[src/rtl/pc_stack_pkg.sv]
// Shared constants and next-PC select encoding for the PC / return-address stack.
package pc_stack_pkg;
  localparam int PC_W_DEF = 8;

  typedef enum logic [1:0] {
    SEL_INC,
    SEL_JUMP,
    SEL_CALL,
    SEL_RET
  } sel_e;
endpackage

[src/rtl/ret_stack.sv]
// LIFO of return addresses. Define PC_STACK_WRAP_EN to make it circular
// (a push when full overwrites the oldest entry instead of being refused).
module ret_stack
  import pc_stack_pkg::*;
#(
  parameter  int W     = PC_W_DEF,
  parameter  int DEPTH = 4,
  localparam int AW    = (DEPTH > 1) ? $clog2(DEPTH) : 1,
  localparam int DW    = $clog2(DEPTH + 1)
) (
  input  logic          clk,
  input  logic          reset,
  input  logic          push,
  input  logic          pop,
  input  logic [W-1:0]  din,
  output logic [W-1:0]  top,
  output logic [DW-1:0] depth,
  output logic          full,
  output logic          empty
);
  logic [W-1:0]  mem_q [DEPTH];
  logic [AW-1:0] wp_q, wp_d;
  logic [DW-1:0] depth_q, depth_d;
  logic          do_push, do_pop;

  function automatic logic [AW-1:0] ptr_inc(input logic [AW-1:0] p);
    return (p == AW'(DEPTH - 1)) ? '0 : p + 1'b1;
  endfunction

  function automatic logic [AW-1:0] ptr_dec(input logic [AW-1:0] p);
    return (p == '0) ? AW'(DEPTH - 1) : p - 1'b1;
  endfunction

  assign full  = (depth_q == DW'(DEPTH));
  assign empty = (depth_q == '0);
  assign depth = depth_q;
  // wp_q points at the next free slot, so the top is one behind it (mod DEPTH)
  assign top   = mem_q[ptr_dec(wp_q)];

`ifdef PC_STACK_WRAP_EN
  assign do_push = push;
`else
  assign do_push = push & ~full;
`endif
  assign do_pop = pop & ~push & ~empty;

  always_comb begin
    wp_d    = wp_q;
    depth_d = depth_q;
    if (do_push) begin
      wp_d = ptr_inc(wp_q);
      if (!full) depth_d = depth_q + 1'b1;
    end else if (do_pop) begin
      wp_d    = ptr_dec(wp_q);
      depth_d = depth_q - 1'b1;
    end
  end

  always_ff @(posedge clk or posedge reset) begin
    if (reset) begin
      wp_q    <= '0;
      depth_q <= '0;
    end else begin
      wp_q    <= wp_d;
      depth_q <= depth_d;
    end
  end

  // Storage is deliberately left uninitialised on reset
  always_ff @(posedge clk) begin
    if (do_push) mem_q[wp_q] <= din;
  end
endmodule

[src/rtl/pc_stack.sv]
// Program counter with call/return stack and sticky fault flags.
// Build option: PC_STACK_WRAP_EN makes the return stack circular (no overflow).
module pc_stack
  import pc_stack_pkg::*;
#(
  parameter  int PC_W     = PC_W_DEF,
  parameter  int DEPTH    = 4,
  parameter  int RESET_PC = 0,
  localparam int DW       = $clog2(DEPTH + 1)
) (
  input  logic            clk,
  input  logic            reset,
  input  logic            en,
  input  logic            jump,
  input  logic [PC_W-1:0] jump_addr,
  input  logic            stack_up,
  input  logic            stack_down,
  input  logic            c_stack,
  output logic [PC_W-1:0] pc,
  output logic [DW-1:0]   depth,
  output logic            overflow,
  output logic            underflow,
  output logic            conflict
);
`ifdef PC_STACK_WRAP_EN
  localparam bit WRAP_EN = 1'b1;
`else
  localparam bit WRAP_EN = 1'b0;
`endif

  logic [PC_W-1:0] pc_q, pc_d, pc_inc, stk_top;
  logic            ovf_q, ovf_d, udf_q, udf_d, cfl_q, cfl_d;
  logic            stk_full, stk_empty, ret_req;
  sel_e            sel;

  assign pc_inc  = pc_q + 1'b1;
  assign ret_req = stack_down & c_stack;

  always_comb begin
    sel = SEL_INC;
    if (stack_up)                  sel = SEL_CALL;
    else if (ret_req && !stk_empty) sel = SEL_RET;
    else if (ret_req)              sel = SEL_INC;   // empty return degrades to INC
    else if (jump)                 sel = SEL_JUMP;
  end

  always_comb begin
    pc_d = pc_q;
    if (en) begin
      unique case (sel)
        SEL_CALL, SEL_JUMP: pc_d = jump_addr;
        SEL_RET:            pc_d = stk_top;
        default:            pc_d = pc_inc;
      endcase
    end
  end

  assign ovf_d = ovf_q | (en & stack_up & stk_full & ~WRAP_EN);
  assign udf_d = udf_q | (en & ~stack_up & ret_req & stk_empty);
  assign cfl_d = cfl_q | (en & stack_up & stack_down);

  always_ff @(posedge clk or posedge reset) begin
    if (reset) begin
      pc_q  <= PC_W'(RESET_PC);
      ovf_q <= 1'b0;
      udf_q <= 1'b0;
      cfl_q <= 1'b0;
    end else begin
      pc_q  <= pc_d;
      ovf_q <= ovf_d;
      udf_q <= udf_d;
      cfl_q <= cfl_d;
    end
  end

  ret_stack #(.W(PC_W), .DEPTH(DEPTH)) u_stack (
    .clk   (clk),
    .reset (reset),
    .push  (en && sel == SEL_CALL),
    .pop   (en && sel == SEL_RET),
    .din   (pc_inc),
    .top   (stk_top),
    .depth (depth),
    .full  (stk_full),
    .empty (stk_empty)
  );

  assign pc        = pc_q;
  assign overflow  = ovf_q;
  assign underflow = udf_q;
  assign conflict  = cfl_q;
endmodule

[config.mk]
export PLATFORM = sky130hd
export DESIGN_NAME = pc_stack
export DESIGN_NICKNAME = d
export VERILOG_FILES = /design/src/rtl/pc_stack_pkg.sv /design/src/rtl/ret_stack.sv /design/src/rtl/pc_stack.sv
export SDC_FILE = /design/constraint.sdc
export NUM_CORES = 1
export LEC_CHECK = 0
export CELL_PAD_IN_SITES_DETAIL_PLACEMENT = 1
export CELL_PAD_IN_SITES_GLOBAL_PLACEMENT = 1
export CORE_ASPECT_RATIO = 0.75
export CORE_MARGIN = 2
export CORE_UTILIZATION = 39
export DETAILED_ROUTE_END_ITERATION = 12
export PLACE_DENSITY_LB_ADDON = 0.1
export RECOVER_POWER = 50
export SYNTH_ARGS = -nofsm -noshare
export SYNTH_HDL_FRONTEND = slang
export SYNTH_SLANG_ARGS = --single-unit
[constraint.sdc]
create_clock -name clk -period 5 [get_ports clk]
set_clock_uncertainty 0.1 [all_clocks]
set_input_delay 1 -clock clk [delete_from_list [all_inputs] [get_ports clk]]
set_output_delay 1 -clock clk [all_outputs]
set_load 0.01 [all_outputs]
==> summary.md <==
| Metric | Value |
|---|---|
| Avg Inst Size Synth | 14.89 sq um |
| Final Routed Wirelength | between 5 and 6 mm |
| Starting density of the core | between 40% and 50% |
| Diodes inserted | 0 |
| CTS root buffer | clkbuf_8 |
| Post-DR vias/cell | around 5.5 |
| Synth Flop Type | edfxtp_1 |
| Worst setup EP type | register |
| Die area | between 6000 and 7000 sq um |
| Clk Latency, worst-skew pair | roughly 0.31 ns |
| Synthesized instance count | 150 |
| Die Width | between 90 and 100 um |
| Vias in the first global route | around 1.4k |
| CTS Hold Buffers Added | 0 |
| DRC viols | 0 |
| CP Class | primary input to register |
| Area after DPL | between 2000 and 3000 sq um |
| Setup_tns | 0 ns |
| Clock sinks | 48 |
| Peak supply drop | roughly 200 uV |
| Warnings, synthesis | 0 |
| #FFs+latches synth | 48 |
| Longest Clk Path Bufs | 2 |
| Max FO, Critical Path | 15 |
| Gpl congestion | around 0.76 |
| Unrepaired setup endpoints after global routing | no |
| Final-report hold violation count | 0 |
| CTS tree | done |
| Post-CTS Setup Repair Bufs | 0 |
| Tot Pwr | 1.413 mW |
| Gr ovfl total | 0 |
| Required @ worst endpoint | 5.10 ns |
| Tightest Pin Transition | between 1 and 1.5 ns |
| Final HPWL DP | between 3 and 4 mm |
| Global-route wire length before repair | 8.342 mm |
| H-Tree Depth | 2 |
| Final setup viols | 0 |
| Hold crit path type | register to register |
| Minimum clock period | 3.401 ns |
| Fin util | approximately 49% |
| Slew HR | 29.65% |
| Outcome | completed |
| Achievable frequency | just under 0.3 GHz |
| EDFF count, synth | 32 |
| DRT Pass-1 Iters | 4 |
| Sequential area share after synthesis | a little over 60% |
| Via count | approximately 1.4k |
| Post-cts sizing count | 0 |
| Max capacitance violation total | 0 |
| Wire per inst | around 20 um |
| Design area | between 2000 and 3000 sq um |
| Antenna Nets Post-Route | 0 |
| Largest net degree at the start of global routing | 17 |
| Initial antenna violation count | 0 |
| Post-Syn Nets | approximately 170 |
| Netlist cell types | slightly above 40 |
| Worst-path clk slew | around 0.1 ns |
| PortBufs | 28 |
| FP Rows | 23 |
| Ports | 29 |
| Leakage | around 0.96 nW |
| PwrDens | about 530 nW/um^2 |
| Crit path launch type | primary input |
| Slew Limit Fails | 0 |
| Total CTS buffers | 5 |
| Core area | between 5000 and 6000 sq um |
| Synth Cell Area | between 2000 and 2500 sq um |
| Die Ht | 69.54 um |
| GRT Total Usage | between 10% and 20% |
| Final worst path period share | approximately two thirds |
| Worst Path Arrival | between 3 and 4 ns |
| Final net count | about 200 |
| Initial detailed-routing violation count | 53 |
| Area added between synthesis and finish | 19.66% |
| Layout cells sized above 1 | 8.287% |
| Post-synth ARST share | around a third |
==> area by class of cell <==
| cell class | instances | area, sq um |
|---|---|---|
| multi-input combinational | 91 | 803.3 |
| timing repair buffer | 28 | 280.3 |
| inverter | 6 | 22.52 |
| clock buffer | 5 | 68.82 |
| fill | 530 | 2766 |
| tap | 75 | 93.84 |
| clock inverter | 3 | 42.54 |
| sequential | 48 | 1361 |
==> worst paths after layout <==
kind	cells after the start	from	slack (ns)	endpoint
min in group asynchronous	2	reset	1.12	conflict
max in group asynchronous	2	reset	3.25	pc[3]
worst max-delay path	8	en	1.60	u_stack.depth[2]
worst min register to register	1	overflow	0.38	overflow
worst min-delay path	1	overflow	0.38	overflow
worst max register to register	8	u_stack.depth[0]	2.25	pc[3]
==> worst max-delay path, stage by stage <==
cell	delay, ns
dlygate4sd3_1	0.89
nand2_1	0.12
a21oi_1	0.48
inv_1	0.18
fa_1	0.42
nor3_1	0.19
a21oi_1	0.07
xnor2_1	0.15
==> metal layers <==
metal	part of all wire (%)	track usage, %	vias up
met2	43	25.00	29
met1	53	26.97	739
met4	0.39	3.535	0
met5	0	0	-
li1	-	-	646
met3	4.2	4.565	2
==> state kept, by name, summed over array words and instances, names as in the netlist <==
register / cells
underflow: 1
overflow: 1
conflict: 1
u_stack.wp_q: 2
u_stack.mem_q: 32
pc: 8
u_stack.depth: 3
==> cell usage after synthesis, types with 2 or more instances <==
library cell  number  area (sq um)
edfxtp_1          32         960.9
mux4_1             6         157.7
nor3_1             5         25.02
a221o_1            2         20.02
nand2b_1           2         12.51
a21oi_1            6         30.03
o21bai_1           2         15.01
and2_1             6         37.54
nand3_1            2         10.01
a211oi_1           2         15.01
xnor2_1            4         35.03
and3_1             2         12.51
nor2_1             9         33.78
dfrtp_1           16         400.4
mux4_2             2         45.04
o221a_2            2         22.52
buf_6              2         22.52
o22ai_1            2         12.51
a311oi_1           2         17.52
inv_1              6         22.52
xor2_1             4         35.03
nand2_1            7         26.28
a221oi_1           4         35.03
ha_1               6         75.07
==> stage by stage <==
| stage | cells | setup slack [ns] | hold WS, ns |
|---|---|---|---|
| floorplan | 150 | 2.413 | 0.4032 |
| global placement | 248 | 1.505 | 0.3567 |
| detailed placement | 248 | 1.383 | 0.3616 |
| CTS | 256 | 1.714 | 0.3898 |
| global route | 256 | 1.402 | 0.4281 |
| finish | 256 | 1.599 | 0.3831 |
==> cells in the final DEF, fill, tap and decap left out, types with 6 or more instances in the layout <==
master           instances
a21oi_1                  6
and2_1                   6
clkdlybuf4s50_1         22
dfrtp_1                 16
dlygate4sd3_1            6
edfxtp_1                32
ha_1                     6
inv_1                    6
mux4_1                   6
nand2_1                  7
nor2_1                   9
==> power breakdown <==
part	internal (mW)	total [mW]	switching (mW)
registers	0.537	0.612	0.0749
clock network	0.148	0.289	0.140
logic	0.244	0.512	0.268
==> logic make-up (layout without fill, tap and decap cells) <==
family	Yosys count	in the layout	synth area share, %
compound gates	29	29	10.08
xor+xnor	8	8	3.137
fa+ha+maj	7	7	4.258
buf+inv	11	42	3.081
flops	48	48	60.95
mux	9	9	9.580
simple gates	38	38	8.908
Note: power is estimated with default switching activity, not from simulation.
